$ cat config.mk
export PLATFORM = sky130hd
export DESIGN_NAME = uart_rx
export DESIGN_NICKNAME = d
export VERILOG_FILES = /design/src/rtl/uart_pkg.sv /design/src/rtl/uart_sync2.sv /design/src/rtl/uart_rx.sv
export SDC_FILE = /design/constraint.sdc
export NUM_CORES = 1
export LEC_CHECK = 0
export ABC_AREA = 0
export CORE_UTILIZATION = 55
export CTS_BUF_LIST = sky130_fd_sc_hd__clkbuf_2 sky130_fd_sc_hd__clkbuf_4 sky130_fd_sc_hd__clkbuf_8
export DETAILED_ROUTE_END_ITERATION = 8
export DONT_BUFFER_PORTS = 1
export PLACE_DENSITY = 0.79
export SLEW_MARGIN = 20
export SYNTH_ARGS = -nofsm -noshare
export SYNTH_HDL_FRONTEND = slang
export SYNTH_SLANG_ARGS = --single-unit
$ cat constraint.sdc
create_clock -name clk -period 4.3 [get_ports clk]
set_input_delay 0.86 -clock clk [delete_from_list [all_inputs] [get_ports clk]]
set_output_delay 0.86 -clock clk [all_outputs]
set_load 0.01 [all_outputs]
$ cat src/rtl/uart_pkg.sv
// Shared UART definitions: frame state encoding and default frame geometry.
// Latency: none (types and constants only).
// Backpressure: not applicable.
package uart_pkg;

  // Frame state encoding, common to the transmitter and the receiver.
  typedef enum logic [1:0] {
    IDLE  = 2'd0,
    START = 2'd1,
    DATA  = 2'd2,
    STOP  = 2'd3
  } uart_state_e;

  // Default frame geometry: 8 data bits, 16 oversampling ticks per bit.
  localparam int UART_DATA_BITS  = 8;
  localparam int UART_OVERSAMPLE = 16;

endpackage : uart_pkg

$ cat src/rtl/uart_sync2.sv
// Two-flop synchronizer for a single asynchronous input.
// Latency: 2 clk from async_i to sync_o.
// Backpressure: none; it samples every clk.
module uart_sync2 #(
  parameter logic RESET_VAL = 1'b1
) (
  input  logic clk,
  input  logic rst,
  input  logic async_i,
  output logic sync_o
);

  logic meta_q;
  logic sync_q;

  // Resolve metastability over two stages; reset to the idle level of the line.
  always_ff @(posedge clk or negedge rst) begin
    if (!rst) begin
      meta_q <= RESET_VAL;
      sync_q <= RESET_VAL;
    end else begin
      meta_q <= async_i;
      sync_q <= meta_q;
    end
  end

  assign sync_o = sync_q;

endmodule : uart_sync2

$ cat src/rtl/uart_rx.sv
// UART 8N1 receiver with oversampled mid-bit sampling and a one-entry holding register.
// Latency: rx_done rises 2 clk (synchronizer) + 1 clk after the mid stop-bit sample tick.
// Backpressure: none; an unread byte is overwritten by the next good frame and flagged.
module uart_rx
  import uart_pkg::*;
#(
  parameter int DATA_BITS  = UART_DATA_BITS,
  parameter int OVERSAMPLE = UART_OVERSAMPLE   // must be even and >= 4
) (
  input  logic                 clk,
  input  logic                 rst,
  input  logic                 os_tick,
  input  logic                 rx_serial,
  input  logic                 rx_read,
  output logic [DATA_BITS-1:0] rx_data,
  output logic                 rx_valid,
  output logic                 rx_done,
  output logic                 frame_err,
  output logic                 overrun
);

  // tick_cnt must reach OVERSAMPLE-1; bit_cnt must reach DATA_BITS.
  localparam int TW = $clog2(OVERSAMPLE);
  localparam int BW = $clog2(DATA_BITS + 1);

  localparam logic [TW-1:0] TICK_ONE  = TW'(1);
  localparam logic [TW-1:0] TICK_MID  = TW'(OVERSAMPLE / 2 - 1);
  localparam logic [TW-1:0] TICK_LAST = TW'(OVERSAMPLE - 1);
  localparam logic [BW-1:0] BIT_ONE   = BW'(1);
  localparam logic [BW-1:0] BIT_LAST  = BW'(DATA_BITS - 1);

  logic                 rx_sync;

  uart_state_e          state_q;
  logic [TW-1:0]        tick_cnt_q;
  logic [BW-1:0]        bit_cnt_q;
  logic [DATA_BITS-1:0] shift_q;

  logic [DATA_BITS-1:0] rx_data_q;
  logic                 rx_valid_q;
  logic                 rx_done_q;
  logic                 frame_err_q;
  logic                 overrun_q;

  logic [TW-1:0]        tick_cnt_d;
  logic [BW-1:0]        bit_cnt_d;
  logic [DATA_BITS-1:0] shift_d;
  logic                 tick_at_mid;
  logic                 tick_at_last;

  // The serial line is asynchronous; nothing downstream looks at it directly.
  uart_sync2 #(
    .RESET_VAL (1'b1)
  ) u_sync (
    .clk     (clk),
    .rst     (rst),
    .async_i (rx_serial),
    .sync_o  (rx_sync)
  );

  // Next-value helpers: counter increments and the LSB-first right shift.
  always_comb begin
    tick_cnt_d   = tick_cnt_q + TICK_ONE;
    bit_cnt_d    = bit_cnt_q + BIT_ONE;
    shift_d      = {rx_sync, shift_q[DATA_BITS-1:1]};
    tick_at_mid  = (tick_cnt_q == TICK_MID);
    tick_at_last = (tick_cnt_q == TICK_LAST);
  end

  // Frame FSM plus holding register and status pulses, all registered.
  always_ff @(posedge clk or negedge rst) begin
    if (!rst) begin
      state_q     <= IDLE;
      tick_cnt_q  <= '0;
      bit_cnt_q   <= '0;
      shift_q     <= '0;
      rx_data_q   <= '0;
      rx_valid_q  <= 1'b0;
      rx_done_q   <= 1'b0;
      frame_err_q <= 1'b0;
      overrun_q   <= 1'b0;
    end else begin
      // Pulses last a single clk regardless of os_tick.
      rx_done_q   <= 1'b0;
      frame_err_q <= 1'b0;
      overrun_q   <= 1'b0;

      // A read clears the holding register; a same-cycle load below overrides it.
      if (rx_read) begin
        rx_valid_q <= 1'b0;
      end

      if (os_tick) begin
        case (state_q)
          IDLE: begin
            // Falling edge on the line: candidate start bit.
            if (!rx_sync) begin
              state_q    <= START;
              tick_cnt_q <= '0;
            end
          end

          START: begin
            if (tick_at_mid) begin
              tick_cnt_q <= '0;
              if (!rx_sync) begin
                // Still low at mid start bit: a real frame.
                state_q   <= DATA;
                bit_cnt_q <= '0;
              end else begin
                // Line recovered: a glitch, drop it silently.
                state_q <= IDLE;
              end
            end else begin
              tick_cnt_q <= tick_cnt_d;
            end
          end

          DATA: begin
            // One full bit period after the previous mid point is the next mid point.
            if (tick_at_last) begin
              shift_q    <= shift_d;
              tick_cnt_q <= '0;
              bit_cnt_q  <= bit_cnt_d;
              if (bit_cnt_q == BIT_LAST) begin
                state_q <= STOP;
              end
            end else begin
              tick_cnt_q <= tick_cnt_d;
            end
          end

          STOP: begin
            if (tick_at_last) begin
              state_q    <= IDLE;
              tick_cnt_q <= '0;
              if (rx_sync) begin
                // Good frame: load wins over a coincident read.
                rx_data_q  <= shift_q;
                rx_valid_q <= 1'b1;
                rx_done_q  <= 1'b1;
                overrun_q  <= rx_valid_q & ~rx_read;
              end else begin
                // Bad stop bit: keep the previous byte untouched.
                frame_err_q <= 1'b1;
              end
            end else begin
              tick_cnt_q <= tick_cnt_d;
            end
          end

          default: begin
            state_q    <= IDLE;
            tick_cnt_q <= '0;
          end
        endcase
      end
    end
  end

  assign rx_data   = rx_data_q;
  assign rx_valid  = rx_valid_q;
  assign rx_done   = rx_done_q;
  assign frame_err = frame_err_q;
  assign overrun   = overrun_q;

endmodule : uart_rx

# Yosys cells after proc, flatten, opt, wreduce, memory -nomap -nowiden

Index checks and enable logic that the tools add are counted.

Input bits: 5
Output and inout port bits: 12
Register bits: 32
Word-level logic and storage cells: 66

Multiplexer cells: 31
Reductions and logical operators: 8
Bitwise logic cells: 2
Equal/unequal tests: 12
Add/sub/neg operators: 2

Operator list:

| operator                                                         | number |
|---|---|
| 4-bit 2-to-1 mux                                                 | 5 |
| 1-bit 2-to-1 mux                                                 | 17 |
| 2-bit 2-to-1 mux                                                 | 6 |
| 2-bit inequality test (second input constant)                    | 6 |
| 4-bit one-hot mux with 3 select lines                            | 1 |
| 4-bit by 1-bit adder with 4-bit output (second input constant)   | 2 |
| 4-bit by 3-bit == test with 1-bit output (second input constant) | 2 |
| 2-bit one-hot mux with 4 select lines                            | 1 |
| 4-bit one-hot mux with 2 select lines                            | 1 |
| 6-bit AND reduction                                              | 1 |
| 5-bit AND reduction                                              | 1 |
| 2-bit == test (second input constant)                            | 2 |
| 4-bit == test (second input constant)                            | 1 |
| 4-bit AND reduction                                              | 1 |
| 3-bit AND reduction                                              | 1 |
| 2-bit by 1-bit == test with 1-bit output (second input constant) | 1 |
| 2-bit zero test                                                  | 1 |
| 2-bit AND reduction                                              | 1 |
| 2-bit nonzero test                                               | 1 |
| 2-bit OR reduction                                               | 1 |
| 1-bit bitwise AND                                                | 1 |
| 1-bit NOT                                                        | 1 |

# Depth between registers and ports, before layout

Word-level depth: 6
Mapped depth: 6
Depth with buffers taken out: 4

# Hierarchy

From an unflattened synthesis, not the netlist that was laid out.

Cell total of the unflattened synthesis: 108
Area total of the unflattened synthesis: 1406.3 um2

By module, submodules not included:

| module     | seq. area each (um2) | instances | area an instance (um2) | cells an instance |
|---|---|---|---|---|
| uart_rx    | 750.7                | 1         | 1353.8                 | 106 |
| uart_sync2 | 52.6                 | 1         | 52.6                   | 2 |

# Least setup slack after synthesis

OpenSTA, ideal clock, no wires.

Path type: input port to flip-flop
Start point: input port os_tick
End point: register rx_data_q[1], in the netlist rx_data[1]
Data required time: 4.175 ns
Path buffers: 2
Stages: 5
Setup slack: 2.498 ns
Arrival: 1.677 ns
Cells stage by stage: and3_1 buf_4 nand3_2 buf_6 mux2_4

Cells in the longest elaborated chain, start to end: 1

RTL lines:

| item                          | line           | RTL |
|---|---|---|
| start, declared               | uart_rx.sv:12  | `input logic os_tick,` |
| 4-bit AND reduction (no line) | --             |  |
| end signal, assigned          | uart_rx.sv:139 | `rx_data_q <= shift_q;` |
| end, declared                 | uart_rx.sv:39  | `logic [DATA_BITS-1:0] rx_data_q;` |

Every way passes these cells.
A chain may end at the register's enable or synchronous reset.

# Final worst setup path

Start point: register tick_cnt_q[0]
End point: register rx_data_q[5], in the netlist rx_data[5]

Cells in the longest elaborated chain, start to end: 2

RTL lines:

| item                          | line           | RTL |
|---|---|---|
| start, declared               | uart_rx.sv:35  | `logic [TW-1:0] tick_cnt_q;` |
| start signal, assigned        | uart_rx.sv:115 | `tick_cnt_q <= tick_cnt_d;` |
| start signal, assigned        | uart_rx.sv:129 | `tick_cnt_q <= tick_cnt_d;` |
| start signal, assigned        | uart_rx.sv:148 | `tick_cnt_q <= tick_cnt_d;` |
| 4-bit == test                 | uart_rx.sv:67  | `tick_at_last = (tick_cnt_q == TICK_LAST);` |
| 4-bit AND reduction (no line) | --             |  |

Every way passes these cells.

==> key figures <==
Placed design
  – Routability Congestion: 0.716
  – Pre-CTS WS: 2320 ps
  – Post-DP HPWL: 1.55 mm
  – Area after DPL: 1470 um2
  – IO buf count: 0

Yosys
  – Top FF cell, synth: dfrtp_1
  – Multiplexer share of the synthesized area: 0.155
  – Cells after Synth: 113
  – Most frequent cells after synthesis: dfrtp_1, mux2_2, mux2_4
  – Post-synth top area cell: dfrtp_1
  – Mean Syn Cell Area: 13.0 um2
  – Yosys reg bits: 32
  – Largest family of logic cells by synthesized area: multiplexers
  – Asr flop ratio synth: 1.00
  – Share of the synthesized area in the top cell type: 0.512
  – Warnings from Yosys: 0
  – Syn nets: 120
  – Synth Area in Adders: 0.0171
  – Compound-cell area share of the yosys netlist: 0.0905
  – Synth area leaders: dfrtp_1, mux2_2, mux2_4
  – Post-Synth Simple-Gate Area: 0.147
  – Post-synthesis sequential area ratio: 0.548
  – Mapped cell area: 1470 um2
  – Post-synthesis xor/xnor area fraction: 0.00598
  – Synth cell types: 37
  – Most frequent cell after synthesis: dfrtp_1
  – Post-synth EDFFs: 0

Timing
  – RSZ-0062 raised after global routing: no
  – Setup-failing EPs final: 0
  – Crit path time final: 1810 ps
  – Setup WS post-layout: 2490 ps
  – Final hold viol count: 0
  – Least-Margin Pin Slew: 396 ps
  – Final max-slew violation count: 0
  – Period utilization: 0.420
  – Worst hold slack: 205 ps
  – Slew HR: 0.736
  – Worst clock skew: 12.6 ps
  – Fmax: 554 MHz
  – TNS Setup: 0 ps

Die
  – Die area: 2870 um2
  – Site Rows: 18
  – Initial core utilization: 0.586
  – Die width: 53.6 um
  – Die Y: 53.6 um
  – IO Pins: 17
  – Core area: 2500 um2

Global route
  – First-pass GRT wire length: 3.58 mm
  – Gr usage total: 0.182
  – Vias in the first global route: 779
  – Antenna violations before repair: 0
  – GRT overflow: 0
  – Largest net degree at the start of global routing: 33

Cells and area
  – Layout area overhead: 5.72%
  – # fillers: 187
  – Total Nets Final: 122
  – Register area: 803 um2
  – Share of cells above drive strength 1: 0.276
  – Number of diodes: 0
  – Post-route cell area: 1550 um2
  – Multi-input logic area: 609 um2

Detailed routing
  – First DRT Iteration DRCs: 18
  – DR WL met3: 82 um
  – DRC violations left: 0
  – WL met2: 1.05 mm
  – Drt total wl: 2.31 mm
  – Final ANT Viol Nets: 0
  – Via-to-Cell Ratio: 5.88
  – Routed vias: 859
  – Drt wl/cell: 15.8 um
  – Drt pass-1 iters: 4
  – DR top layer: met4
  – Met1 WL: 1.15 mm

Flow run
  – Max Cap Violations: 0

Clock tree
  – Clk_lat worst skew: 330 ps
  – Postcts setup bufs: 0
  – Num CTS Buffers: 5
  – Clock slew at reported path FFs: 110 ps
  – Hold-fix buffers, CTS: 0
  – CTS tree: built
  – CTS Root Cell: clkbuf_4
  – Clk buf depth: 2
  – Sink Count: 32
  – Post-CTS Resized: 0
  – H-tree depth: 2

Setup path
  – Setup crit end kind: flip-flop
  – Critical Path Source Type: flip-flop
  – Critical path's largest stage delay: 400 ps
  – CP Data Required Time: 4510 ps
  – Max FO, Critical Path: 11
  – Worst path top cell family by delay: simple AND/OR/NAND/NOR gates
  – Worst Path Buf+Inv: 0
  – Arrival time worst endpoint: 2020 ps
  – Critical-path cell list: ha_1 -> and3_1 -> nand3_2 -> mux2_4
  – Kind of critical path: reg2reg
  – CP max-delay cell: dfrtp_1

Run status
  – Status: completed

Worst hold path
  – HP Class: in2async

Power
  – Worst vdd ir: 0.385 mV
  – Power Dens Cells: 459 nW/um2
  – Leak: 0.778 nW
[worst paths after layout]
kind                                from       endpoint  slack [ps]  cells past startpoint
setup / recovery           tick_cnt_q[0]     rx_data[5]        2490                      4
hold / removal                       rst   bit_cnt_q[1]         200                      0
setup reg to reg           tick_cnt_q[0]     rx_data[5]        2490                      4
hold reg to reg            u_sync.meta_q  u_sync.sync_o         370                      0
max in group asynchronous            rst  u_sync.sync_o        3910                      0
min in group clk           u_sync.meta_q  u_sync.sync_o         370                      0
[flip-flops by register name, summed over array words and instances, names as in the netlist, 4 cells and up, named ones only]
register and count:
rx_data 8, tick_cnt_q 4, bit_cnt_q 4, shift_q 8
[kinds of logic (layout without fill, tap and decap cells)]
| group | count (synthesis) | count (layout) |
|---|---|---|
| compound gates | 17 | 17 |
| xor+xnor | 1 | 1 |
| fa+ha+maj | 2 | 2 |
| buf+inv | 10 | 13 |
| flops | 32 | 32 |
| mux | 18 | 18 |
| simple gates | 33 | 33 |
[area by class of cell]
cell class,instances,area share
clock inverter,3,0.0275
inverter,5,0.0121
tap,30,0.0242
clock buffer,5,0.0242
multi-input combinational,71,0.393
sequential,32,0.519
[power breakdown]
part / leakage, nW / switching [mW] / internal (mW)
combinational: 0.318 / 0.0488 / 0.0608
sequential: 0.418 / 0.0475 / 0.327
clock: 0.0412 / 0.105 / 0.121
total: 0.778 / 0.202 / 0.509
[metrics by stage]
step,utilization,cells,power (mW)
finish,0.620,146,0.711
global route,0.620,146,0.745
CTS,0.620,146,0.714
detailed placement,0.588,138,0.488
global placement,0.588,138,0.483
floorplan,-,113,0.475
[layer usage]
metal  up-vias  track usage
met1       419        0.246
met2        21        0.267
li1        416            -
met4         0       0.0658
met5         -            0
met3         3       0.0650
[cells in the final DEF (no fill, tap or decap)]
master      count
or2_2           1
clkbuf_4        5
nand2b_1        3
or3b_1          1
nor2b_1         3
dfstp_2         2
nor3_1          1
bufinv_16       1
a21oi_1         1
mux2i_1         1
and3b_1         1
a221o_1         2
nand3_1         3
o22ai_1         1
clkinvlp_4      1
nor2_1          2
mux2_2         10
mux2_4          7
a32o_1          2
o21ai_1         2
ha_1            2
or3b_2          1
dfrtp_1        30
o31ai_1         2
o2111a_1        1
o21ai_0         2
a22o_1          3
nor4b_2         1
clkinv_2        1
nor2_4          1
nand3_2         1
o2111ai_1       1
nand2_1         5
and3_1          4
nor3b_1         1
nand3b_1        4
xnor2_1         1
inv_1           5
(Power assumes the default switching activity.)
